`src/rtl/integrator_arbiter_pkg.sv`:
```
// rtl/integrator_arbiter_pkg.sv - shared state type and default parameters for integrator_arbiter
package integrator_arb_pkg;

   typedef enum logic [1:0] {
      IDLE  = 2'd0,
      ACCUM = 2'd1,
      DRAIN = 2'd2
   } arb_state_e;

   localparam int NREQ_DEF = 4;
   localparam int BW_DEF   = 8;
   localparam int SW_DEF   = 16;
   localparam int EC_DEF   = 8;

   function automatic int id_width(input int n);
      return (n > 1) ? $clog2(n) : 1;
   endfunction

endpackage

```
`src/rtl/integrator_arbiter_if.sv`:
```
// rtl/integrator_arbiter_if.sv - requester, integrator and result channels of integrator_arbiter
interface integrator_arbiter_if
   import integrator_arb_pkg::*;
#(
   parameter int NREQ = NREQ_DEF,
   parameter int bW   = BW_DEF,
   parameter int sW   = SW_DEF,
   parameter int iW   = id_width(NREQ)
);

   logic [NREQ*bW-1:0] req_d;
   logic [NREQ-1:0]    req_vld;
   logic [NREQ-1:0]    req_rdy;
   logic [bW-1:0]      int_d;
   logic               int_d_vld;
   logic               int_d_rdy;
   logic [sW-1:0]      int_sum;
   logic               int_sum_vld;
   logic               int_sum_rdy;
   logic [sW-1:0]      res_sum;
   logic [iW-1:0]      res_id;
   logic               res_vld;
   logic               res_rdy;
   logic [iW-1:0]      grant_id;
   logic               busy;
   logic               proto_err;

   // The arbiter is the slave side; sources, integrator and result sink form the master side.
   modport slave (
      input  req_d, req_vld, int_d_rdy, int_sum, int_sum_vld, res_rdy,
      output req_rdy, int_d, int_d_vld, int_sum_rdy, res_sum, res_id, res_vld,
      output grant_id, busy, proto_err
   );

   modport master (
      output req_d, req_vld, int_d_rdy, int_sum, int_sum_vld, res_rdy,
      input  req_rdy, int_d, int_d_vld, int_sum_rdy, res_sum, res_id, res_vld,
      input  grant_id, busy, proto_err
   );

endinterface

```
`src/rtl/integrator_arbiter_rr_pick.sv`:
```
// rtl/integrator_arbiter_rr_pick.sv - rotating-priority picker, first request after last grant wins
module rr_pick #(
   parameter int NREQ = 4,
   parameter int iW   = (NREQ > 1) ? $clog2(NREQ) : 1
) (
   input  logic [NREQ-1:0] req_i,
   input  logic [iW-1:0]   last_i,
   output logic [iW-1:0]   gnt_o,
   output logic            any_o
);

   logic [iW-1:0] idx;

   // Scan from the farthest offset down so the nearest requester after last_i overwrites.
   always_comb begin
      gnt_o = '0;
      idx   = '0;
      any_o = |req_i;
      for (int off = NREQ; off >= 1; off--) begin
         idx = iW'((int'(last_i) + off) % NREQ);
         if (req_i[idx]) begin
            gnt_o = idx;
         end
      end
   end

endmodule

```
`src/rtl/integrator_arbiter.sv`:
```
// rtl/integrator_arbiter.sv - round-robin frame arbiter sharing one integrator between requesters
module integrator_arbiter
   import integrator_arb_pkg::*;
#(
   parameter int NREQ = NREQ_DEF,
   parameter int bW   = BW_DEF,
   parameter int sW   = SW_DEF,
   parameter int eC   = EC_DEF,
   parameter int iW   = id_width(NREQ),
   parameter int cW   = $clog2(eC + 1)
) (
   input logic clk,
   input logic rst,
   integrator_arbiter_if.slave bus
);

   arb_state_e    state_q, state_d;
   logic [cW-1:0] cnt_q, cnt_d;
   logic [iW-1:0] last_q, last_d;
   logic [iW-1:0] grant_q, grant_d;
   logic          err_q, err_d;
   logic          post_drain_q, post_drain_d;
   logic          stall_q, stall_d;

   logic [iW-1:0] pick;
   logic          any_req;
   logic          beat;
   logic          stall;
   logic [cW-1:0] cnt_inc;

   rr_pick #(
      .NREQ (NREQ),
      .iW   (iW)
   ) u_pick (
      .req_i  (bus.req_vld),
      .last_i (last_q),
      .gnt_o  (pick),
      .any_o  (any_req)
   );

   assign cnt_inc = cnt_q + 1'b1;

   always_ff @(posedge clk or posedge rst) begin
      if (rst) begin
         state_q      <= IDLE;
         cnt_q        <= '0;
         last_q       <= iW'(NREQ - 1);
         grant_q      <= '0;
         err_q        <= 1'b0;
         post_drain_q <= 1'b0;
         stall_q      <= 1'b0;
      end else begin
         state_q      <= state_d;
         cnt_q        <= cnt_d;
         last_q       <= last_d;
         grant_q      <= grant_d;
         err_q        <= err_d;
         post_drain_q <= post_drain_d;
         stall_q      <= stall_d;
      end
   end

   always_comb begin
      state_d         = state_q;
      cnt_d           = cnt_q;
      last_d          = last_q;
      grant_d         = grant_q;
      err_d           = err_q;
      post_drain_d    = post_drain_q;
      stall_d         = 1'b0;
      beat            = 1'b0;
      stall           = 1'b0;
      bus.req_rdy     = '0;
      bus.int_d       = '0;
      bus.int_d_vld   = 1'b0;
      bus.int_sum_rdy = 1'b0;
      bus.res_sum     = '0;
      bus.res_id      = '0;
      bus.res_vld     = 1'b0;

      case (state_q)
         IDLE: begin
            if (any_req) begin
               grant_d = pick;
               state_d = ACCUM;
            end
         end

         ACCUM: begin
            bus.int_d            = bus.req_d[grant_q*bW +: bW];
            bus.int_d_vld        = bus.req_vld[grant_q];
            bus.req_rdy[grant_q] = bus.int_d_rdy;
            beat  = bus.int_d_vld && bus.int_d_rdy;
            // An integrator that just handed back a sum should take the next frame promptly.
            stall = post_drain_q && bus.int_d_vld && !bus.int_d_rdy;
            if (beat) begin
               post_drain_d = 1'b0;
               if (cnt_inc == cW'(eC)) begin
                  cnt_d   = '0;
                  state_d = DRAIN;
               end else begin
                  cnt_d = cnt_inc;
               end
            end
            if (bus.int_sum_vld || (stall && stall_q)) begin
               err_d = 1'b1;
            end
            stall_d = stall;
         end

         DRAIN: begin
            bus.res_sum     = bus.int_sum;
            bus.res_vld     = bus.int_sum_vld;
            bus.res_id      = grant_q;
            bus.int_sum_rdy = bus.res_rdy;
            if (bus.int_sum_vld && bus.res_rdy) begin
               last_d       = grant_q;
               post_drain_d = 1'b1;
               state_d      = IDLE;
            end
         end

         default: state_d = IDLE;
      endcase
   end

   assign bus.grant_id  = grant_q;
   assign bus.busy      = (state_q != IDLE);
   assign bus.proto_err = err_q;

endmodule

```
`src/flat_wrapper.sv`:
```
// flat-port wrapper written by rule: the top's interface ports become plain ports
module integrator_arbiter_flat import integrator_arb_pkg::*;
#(
   parameter int NREQ = NREQ_DEF,
   parameter int bW   = BW_DEF,
   parameter int sW   = SW_DEF,
   parameter int eC   = EC_DEF,
   parameter int iW   = id_width(NREQ),
   parameter int cW   = $clog2(eC + 1)
)
  (clk, rst, bus_req_d, bus_req_vld, bus_int_d_rdy, bus_int_sum, bus_int_sum_vld, bus_res_rdy, bus_req_rdy, bus_int_d, bus_int_d_vld, bus_int_sum_rdy, bus_res_sum, bus_res_id, bus_res_vld, bus_grant_id, bus_busy, bus_proto_err);
  integrator_arbiter_if #(.NREQ(NREQ), .bW(bW), .sW(sW), .iW(iW)) bus_i ();
  input logic clk;
  input logic rst;
  input wire logic [$bits(bus_i.req_d)-1:0] bus_req_d;
  input wire logic [$bits(bus_i.req_vld)-1:0] bus_req_vld;
  input wire logic [$bits(bus_i.int_d_rdy)-1:0] bus_int_d_rdy;
  input wire logic [$bits(bus_i.int_sum)-1:0] bus_int_sum;
  input wire logic [$bits(bus_i.int_sum_vld)-1:0] bus_int_sum_vld;
  input wire logic [$bits(bus_i.res_rdy)-1:0] bus_res_rdy;
  output wire logic [$bits(bus_i.req_rdy)-1:0] bus_req_rdy;
  output wire logic [$bits(bus_i.int_d)-1:0] bus_int_d;
  output wire logic [$bits(bus_i.int_d_vld)-1:0] bus_int_d_vld;
  output wire logic [$bits(bus_i.int_sum_rdy)-1:0] bus_int_sum_rdy;
  output wire logic [$bits(bus_i.res_sum)-1:0] bus_res_sum;
  output wire logic [$bits(bus_i.res_id)-1:0] bus_res_id;
  output wire logic [$bits(bus_i.res_vld)-1:0] bus_res_vld;
  output wire logic [$bits(bus_i.grant_id)-1:0] bus_grant_id;
  output wire logic [$bits(bus_i.busy)-1:0] bus_busy;
  output wire logic [$bits(bus_i.proto_err)-1:0] bus_proto_err;
  assign bus_i.req_d = bus_req_d;
  assign bus_i.req_vld = bus_req_vld;
  assign bus_i.int_d_rdy = bus_int_d_rdy;
  assign bus_i.int_sum = bus_int_sum;
  assign bus_i.int_sum_vld = bus_int_sum_vld;
  assign bus_i.res_rdy = bus_res_rdy;
  assign bus_req_rdy = bus_i.req_rdy;
  assign bus_int_d = bus_i.int_d;
  assign bus_int_d_vld = bus_i.int_d_vld;
  assign bus_int_sum_rdy = bus_i.int_sum_rdy;
  assign bus_res_sum = bus_i.res_sum;
  assign bus_res_id = bus_i.res_id;
  assign bus_res_vld = bus_i.res_vld;
  assign bus_grant_id = bus_i.grant_id;
  assign bus_busy = bus_i.busy;
  assign bus_proto_err = bus_i.proto_err;
  integrator_arbiter #(.NREQ(NREQ), .bW(bW), .sW(sW), .eC(eC), .iW(iW), .cW(cW)) u_core (.clk(clk), .rst(rst), .bus(bus_i));
endmodule
```
`config.mk`:
```
export PLATFORM = sky130hd
export DESIGN_NAME = integrator_arbiter_flat
export DESIGN_NICKNAME = d
export VERILOG_FILES = /design/src/rtl/integrator_arbiter_pkg.sv /design/src/rtl/integrator_arbiter_if.sv /design/src/rtl/integrator_arbiter_rr_pick.sv /design/src/rtl/integrator_arbiter.sv /design/src/flat_wrapper.sv
export SDC_FILE = /design/constraint.sdc
export NUM_CORES = 1
export LEC_CHECK = 0
export ABC_CLOCK_PERIOD_IN_PS = 4200
export CORE_MARGIN = 1
export CORE_UTILIZATION = 35
export DETAILED_ROUTE_END_ITERATION = 7
export MAX_ROUTING_LAYER = met4
export PLACE_DENSITY = 0.89
export SYNTH_ARGS = -nofsm -noshare
export SYNTH_HDL_FRONTEND = slang
export SYNTH_SLANG_ARGS = --single-unit
```
`constraint.sdc`:
```
create_clock -name clk -period 4.2 [get_ports clk]
set_input_delay 0.42 -clock clk [delete_from_list [all_inputs] [get_ports clk]]
set_output_delay 0.42 -clock clk [all_outputs]
set_load 0.005 [all_outputs]
```
---- Word-level counts from Yosys, hierarchy flattened ----
Index checks and enable logic that the tools add are counted.
word-level totals
  memories ................................ 0
  ROM bits ................................ 0
  input port bits ......................... 57
  output and inout bits ................... 37
  RAM bits ................................ 0
  word-level logic and storage cells ...... 78
  bits in latches ......................... 0
  register bits after elaboration ......... 13
operators by class
  divide/modulo/power cells ............... 0
  multiply operators ...................... 0
  mux-type cells .......................... 33
  bitwise operators ....................... 1
  shift-type cells ........................ 1
  reductions and logical operators ........ 18
  $add $sub $neg .......................... 5
  $lt $le $gt $ge ......................... 6
  equal/unequal tests ..................... 7
operators with widths
  cell                                                         number
  indexed part select 32 x 6 -> 8 bit                          1
  two-way mux 2 bit                                            9
  two-way mux 16 bit                                           1
  less-than comparator 2 x 3 -> 1 bit (second input constant)  5
  two-way mux 1 bit                                            12
  binary-select mux 1 bit (select 2 bit)                       5
  two-way mux 4 bit                                            2
  two-way mux 8 bit                                            1
  != test 2 x 1 -> 1 bit (second input constant)               4
  AND reduction 2 bit                                          4
  logical AND 1 bit                                            6
  case mux 2 bit (3 select lines)                              1
  adder 2 x 1 -> 2 bit (second input constant)                 2
  adder 2 bit (second input constant)                          2
  adder 4 x 1 -> 4 bit (second input constant)                 1
  AND 4 bit                                                    1
  == test 4 bit (second input constant)                        1
  AND reduction 4 bit                                          1
  nonzero test 2 bit                                           2
  OR reduction 4 bit                                           1
  AND reduction 3 bit                                          1
  demux 1 bit (select 2 bit)                                   1
  == test 2 x 1 -> 1 bit (second input constant)               1
  == test 2 bit (second input constant)                        1
  other kinds (5)                                              5

---- Depth between registers and ports, before layout ----
Gate-level depths: netlist of run 1.
  word-level depth ........................ 7
  depth in mapped cells ................... 6
  gate-level depth less buffers ........... 4

---- Hierarchy ----
Synthesis of run 1 repeated with hierarchy kept, for this count alone.
second synthesis, totals
  cell total of the unflattened synthesis .. 116
  area, all modules ....................... 1,166.1 µm²
modules (own cells, without submodules)
  module              times used  seq. area each (µm²)  area an instance (µm²)  cells an instance
  integrator_arbiter  1           327.8                 1,074.8                 102
  rr_pick             1           0.0                   91.3                    14

---- Worst setup path after synthesis of run 1 ----
No wires, ideal clock.
  path type ............................... reg-to-output
  start ................................... reg u_core.grant_q[0], in the netlist u_core.bus.grant_id[0]
  end ..................................... out bus_int_d[4]
  arrival ................................. 1,513 ps
  data required time ...................... 3,780 ps
  cell stages (with the launch flop) ...... 5
  buffers on the path ..................... 2
  path slack .............................. 2,267 ps
  path through ............................ dfrtp_1 -> buf_6 -> clkbuf_1 -> mux4_2 -> and2_1
on the way
  word-level cells in the longest chain between the ends .. 2
RTL lines
  element                              RTL line                  text
  start: declaration                   integrator_arbiter.sv:20  logic [iW-1:0] grant_q, grant_d;
  start signal: assignment             integrator_arbiter.sv:56  grant_q <= grant_d;
  indexed part select 32 x 6 -> 8 bit  integrator_arbiter.sv:90  bus.int_d = bus.req_d[grant_q*bW +: bW];
  two-way mux 8 bit                    integrator_arbiter.sv:81  case (state_q)
  end: declaration                     flat_wrapper.sv:22        output wire logic [$bits(bus_i.int_d)-1:0] bus_int_d;
Every way passes these cells.

---- Worst setup path after layout of run 1 ----
  start ................................... reg u_core.grant_q[0], in the netlist u_core.bus.grant_id[0]
  end ..................................... out bus_int_d[7]
The elaborated chain is that of the path after synthesis.

==> flow_summary.ini, run 1 <==
[setup_path]
rr_startpoint = u_core.bus.grant_id[0]
r2r-end = u_core.cnt_q[1]
cp.required_ns = 3.78
r2r_cells = 3
max_stage_delay_ns = 0.81
crit_chain = mux4_1 > and2_1 > clkdlybuf4s50_1
r2r_slack_ns = 2.04
crit_path_top_delay_cell = dfrtp_1
crit_type = reg -> out
start_kind = register
cp_max_fo = 17
crit_family = flip-flops
critPathCaptureType = output pin
critPathArrivalTime_ns = 2.34
timing.critical_path.buf_inv = 1

[flow_run]
drv_cap = 0

[global_routing]
antenna_found_initial = 0
grt_pass1_vias = 1253
grt_usage = 0.213
globalRoute.totalOverflow = 0
grt_pass1_wl_um = 5440
grt_max_degree = 23

[cells_and_area]
final_common_cell = clkdlybuf4s50_1
final_nets = 261
final_cells = 246
area_growth_pct = 85.7
final_cell_mix = clkdlybuf4s50_1, and2_1, dfrtp_1, nand2_1, nor2_1
diodes = 0
finalInstanceArea_um2 = 2100
drive_above_1_share = 0.0693

[sta]
slew_headroom = 0.317
finalSetupViolCount = 0
finalClockSkew_ns = 0.000414
worstMarginPinSlew_ns = 1.02
finalHoldViolations = 0
finalSetupTns_ns = 0
post-route-period-util = 0.656
fmax_mhz = 363
setup_ws_ns = 1.44
rsz0062_at_grt = no
slew_violations = 0
fin_crit_ns = 2.76

[cts]
cts_buffers = 3
ctsHoldBuffers = 0
clk_pin_slew_worst_paths_ns = 0.07
cts_sinks = 13
clk_latency_ns = 0.27
cts_setup_buffers = 0
clockRootBuffer = clkbuf_4
cts-resized-gates = 0
cts_tree = done
htree_num_levels = 1
ctsLongestPathBuffers = 2

[power]
power_density_nw_per_um2 = 358
p_leak_nw = 0.825
peakVddDrop_mv = 0.157

[synth]
syn_nets = 171
synth-edff-count = 0
yosysWarnings = 0
synth_flop_cell = dfrtp_1
synth_cells = 113
synth.distinct_cells = 37
ys_ff_latch = 13
syn_area_um2 = 1130
syn_avg_cell_area_um2 = 9.99
ys_seq_area_frac = 0.290
synth_async_sr_flop_share = 1.00

[floorplan]
dieArea_um2 = 3460
dieHeight_um = 58.8
core-area_um2 = 3050
rows = 20
num_io_pins = 94
die_w_um = 58.8
initial_core_util = 0.370

[route]
wl_um = 3470
vias_per_cell = 5.02
post_drt_wl_per_cell_um = 14.1
wl_met1_um = 1280
drc = 0
drt-initial-drc-count = 37
wl_met2_um = 1820
wl_met3_um = 339
postRouteAntennaNets = 0
vias = 1235
dr.pass1.iters = 4
maxUsedRoutingLayer = met4

[worst_hold_path]
min_path_type = in -> async

[placement]
pre_cts_ws_ns = 1.73
port_buffers = 93
dpl.hpwl_um = 2940
placed_area_um2 = 2070
place_congestion = 0.753
dpl.cell_count = 242

[outcome]
status = finished clean
[routing by layer]
layer | track usage | vias to the layer above
met5 | - | -
met4 | 0.0578 | 0
met3 | 0.0440 | 3
met2 | 0.403 | 75
met1 | 0.220 | 573
li1 | - | 584
[stage by stage]
| step | hold WS (ns) | total power, W | util |
|---|---|---|---|
| after floorplan | 0.296 | 0.000465 | - |
| after global placement | 0.470 | 0.000661 | 0.678 |
| after detailed placement | 0.468 | 0.000682 | 0.678 |
| after CTS | 0.467 | 0.000757 | 0.686 |
| after global routing | 0.484 | 0.000812 | 0.686 |
| final | 0.448 | 0.000750 | 0.686 |
[final cells by class]
| type | instances | area [µm²] |
|---|---|---|
| clock buffer | 4 | 26.3 |
| timing repair buffer | 93 | 931 |
| fill | 236 | 957 |
| tap | 44 | 55.1 |
| sequential | 13 | 328 |
| multi-input combinational | 87 | 737 |
| inverter | 5 | 18.8 |
[power breakdown]
group          switching [W]  internal [W]  total [W]
Sequential         0.0000725      0.000154   0.000227
Combinational       0.000131      0.000316   0.000447
Clock              0.0000390     0.0000368  0.0000759
Total               0.000243      0.000507   0.000750
[state kept, by name, indices dropped and copies added (netlist names)]
register              count
u_core.last_q             2
u_core.stall_q            1
u_core.cnt_q              4
u_core.state_q            2
u_core.post_drain_q       1
u_core.bus.grant_id       2
u_core.bus.proto_err      1
[synthesized netlist by cell type (2+ instances only)]
| library cell | instances | area [µm²] |
|---|---|---|
| and2_1 | 29 | 181 |
| nand3_1 | 2 | 10.0 |
| mux4_1 | 5 | 131 |
| dfrtp_1 | 11 | 275 |
| inv_1 | 5 | 18.8 |
| nor2_1 | 7 | 26.3 |
| nand2_1 | 7 | 26.3 |
| buf_6 | 2 | 22.5 |
| o21ai_0 | 2 | 10.0 |
| mux4_2 | 4 | 90.1 |
| nor3_1 | 2 | 10.0 |
| and3_1 | 2 | 12.5 |
| nor2b_1 | 2 | 12.5 |
| a21oi_1 | 3 | 15.0 |
| clkbuf_1 | 6 | 22.5 |
| dfstp_2 | 2 | 52.6 |
| mux2_2 | 2 | 22.5 |
[cells by family after synthesis]
group,share of synthesized area
DFF,0.290
AOI/OAI and AO/OA,0.0976
buffers and inverters,0.0565
and+or+nand+nor,0.290
adders and majority gates,0.0111
muxes,0.238
xor gates and xnor gates,0.0155
[worst max path at each step]
stage,start,to,slack [ns],cells past startpoint
6_report,u_core.bus.grant_id[0],bus_int_d[7],1.44,3
3_5_place_dp,bus_req_vld[2],bus_int_d_vld,1.73,4
4_1_cts,u_core.bus.grant_id[0],bus_int_d[7],1.43,3
3_3_place_gp,bus_req_vld[2],bus_int_d_vld,1.77,4
2_1_floorplan,u_core.bus.grant_id[0],bus_int_d[4],2.27,4
5_1_grt,u_core.state_q[0],bus_res_id[0],1.24,3
Note: power is estimated with default switching activity, not from simulation.
==> run 2, diff against run 1 <==
- ABC_CLOCK_PERIOD_IN_PS: 4200 -> 2700
- CORE_UTILIZATION: 35 -> 32
- PLACE_DENSITY: 0.89 -> 0.83
- clock period: 4.2 -> 2.7 ns (I/O delays scaled with it)
==> flow_summary.ini, run 2 (same netlist as run 1, synthesis figures left out) <==
[outcome]
status = finished clean

[global_routing]
grt_pass1_wl_um = 5090
grt_pass1_vias = 1109
globalRoute.totalOverflow = 0
grt_max_degree = 18
antenna_found_initial = 0
grt_usage = 0.191

[sta]
finalHoldViolations = 0
finalSetupViolCount = 0
fin_crit_ns = 2.39
slew_headroom = 0.605
finalClockSkew_ns = 0.000670
post-route-period-util = 0.884
fmax_mhz = 419
rsz0062_at_grt = no
finalSetupTns_ns = 0
slew_violations = 0
setup_ws_ns = 0.312
worstMarginPinSlew_ns = 0.592

[floorplan]
num_io_pins = 94
initial_core_util = 0.336
core-area_um2 = 3360
dieArea_um2 = 3770
die_w_um = 61.4
rows = 21
dieHeight_um = 61.4

[route]
wl_um = 3700
post_drt_wl_per_cell_um = 14.8
vias_per_cell = 4.82
drt-initial-drc-count = 29
postRouteAntennaNets = 0
vias = 1206
dr.pass1.iters = 4
drc = 0

[cts]
ctsLongestPathBuffers = 2
cts_tree = done
clk_pin_slew_worst_paths_ns = 0.08
clockRootBuffer = clkbuf_4
cts_buffers = 3
clk_latency_ns = 0.28
htree_num_levels = 1
ctsHoldBuffers = 0
cts_sinks = 13

[power]
power_density_nw_per_um2 = 556
peakVddDrop_mv = 0.316
p_leak_nw = 0.833

[setup_path]
crit_path_top_delay_cell = dfrtp_2
cp.required_ns = 2.43
startpoint = u_core.bus.grant_id[0]
cp_max_fo = 17
critPathArrivalTime_ns = 2.12
start_kind = register
max_stage_delay_ns = 0.61
critPathCaptureType = output pin
crit_family = flip-flops
rr_startpoint = u_core.bus.grant_id[0]
timing.critical_path.buf_inv = 1
crit_type = reg -> out
crit_chain = mux4_1 > and2_1 > clkdlybuf4s50_1

[cells_and_area]
area_growth_pct = 87.4
final_cell_mix = clkdlybuf4s50_1, and2_1, dfrtp_1, nand2_1, nor2_1
final_cells = 250
final_util = 0.629
top_register = u_core.cnt_q
drive_above_1_share = 0.0833
final_common_cell = clkdlybuf4s50_1
diodes = 0
final_nets = 263
largest_reg_flops = 4

[placement]
port_buffers = 93
dpl.hpwl_um = 2960
pre_cts_ws_ns = 0.403
dpl.cell_count = 246
place_congestion = 0.749

[worst_hold_path]
min_path_type = in -> async

[flow_run]
drv_cap = 0
-- run 2: cell types whose count changed in the layout (fill, tap and decap cells not counted), sizes merged --
cell and change:
buf +2
-- run 2: worst paths after layout --
| kind | end | slack, ns | cells past startpoint |
|---|---|---|---|
| setup / recovery | bus_int_d[7] | 0.31 | 3 |
| hold / removal | u_core.bus.grant_id[1] | 0.30 | 2 |
| setup reg to reg | u_core.cnt_q[1] | 0.77 | 3 |
| hold reg to reg | u_core.bus.proto_err | 0.50 | 1 |
| max in group asynchronous | u_core.bus.grant_id[0] | 2.05 | 2 |
| min in group clk | u_core.bus.proto_err | 0.50 | 1 |
-- run 2: area by class of cell --
| cell class | instances | area [µm²] |
|---|---|---|
| inverter | 5 | 18.8 |
| multi-input combinational | 87 | 737 |
| sequential | 13 | 329 |
| fill | 276 | 1250 |
| timing repair buffer | 95 | 946 |
| clock buffer | 4 | 26.3 |
| tap | 46 | 57.6 |
-- run 2: what timing repair did --
action | in CTS | in global routing
setup endpoints to repair | 0 | 2
buffers inserted | 0 | 0
resized for setup | 0 | 1
-- run 2: metal layers --
layer  wire length (µm)  share of wire  vias up  global-route usage
li1                   -              -      586                   -
met1               1430           0.39      555               0.205
met2               1860           0.50       57               0.348
met3                347          0.094        8              0.0336
met4                 59          0.016        0              0.0730
met5                  0              0        -                   -
-- run 2: report_power, final --
part / leakage [nW] / internal, W / switching [W]
registers: 0.152 / 0.000242 / 0.000111
clock network: 0.0150 / 0.0000573 / 0.0000631
logic: 0.666 / 0.000496 / 0.000207
-- run 2: per-stage QoR --
| step | total power (W) | hold slack (ns) | cell area [µm²] |
|---|---|---|---|
| 3_3_place_gp | 0.00103 | 0.472 | 2090 |
| 6_report | 0.00118 | 0.301 | 2110 |
| 2_1_floorplan | 0.000723 | 0.146 | 1130 |
| 3_5_place_dp | 0.00106 | 0.479 | 2090 |
| 4_1_cts | 0.00118 | 0.312 | 2110 |
| 5_1_grt | 0.00127 | 0.364 | 2110 |
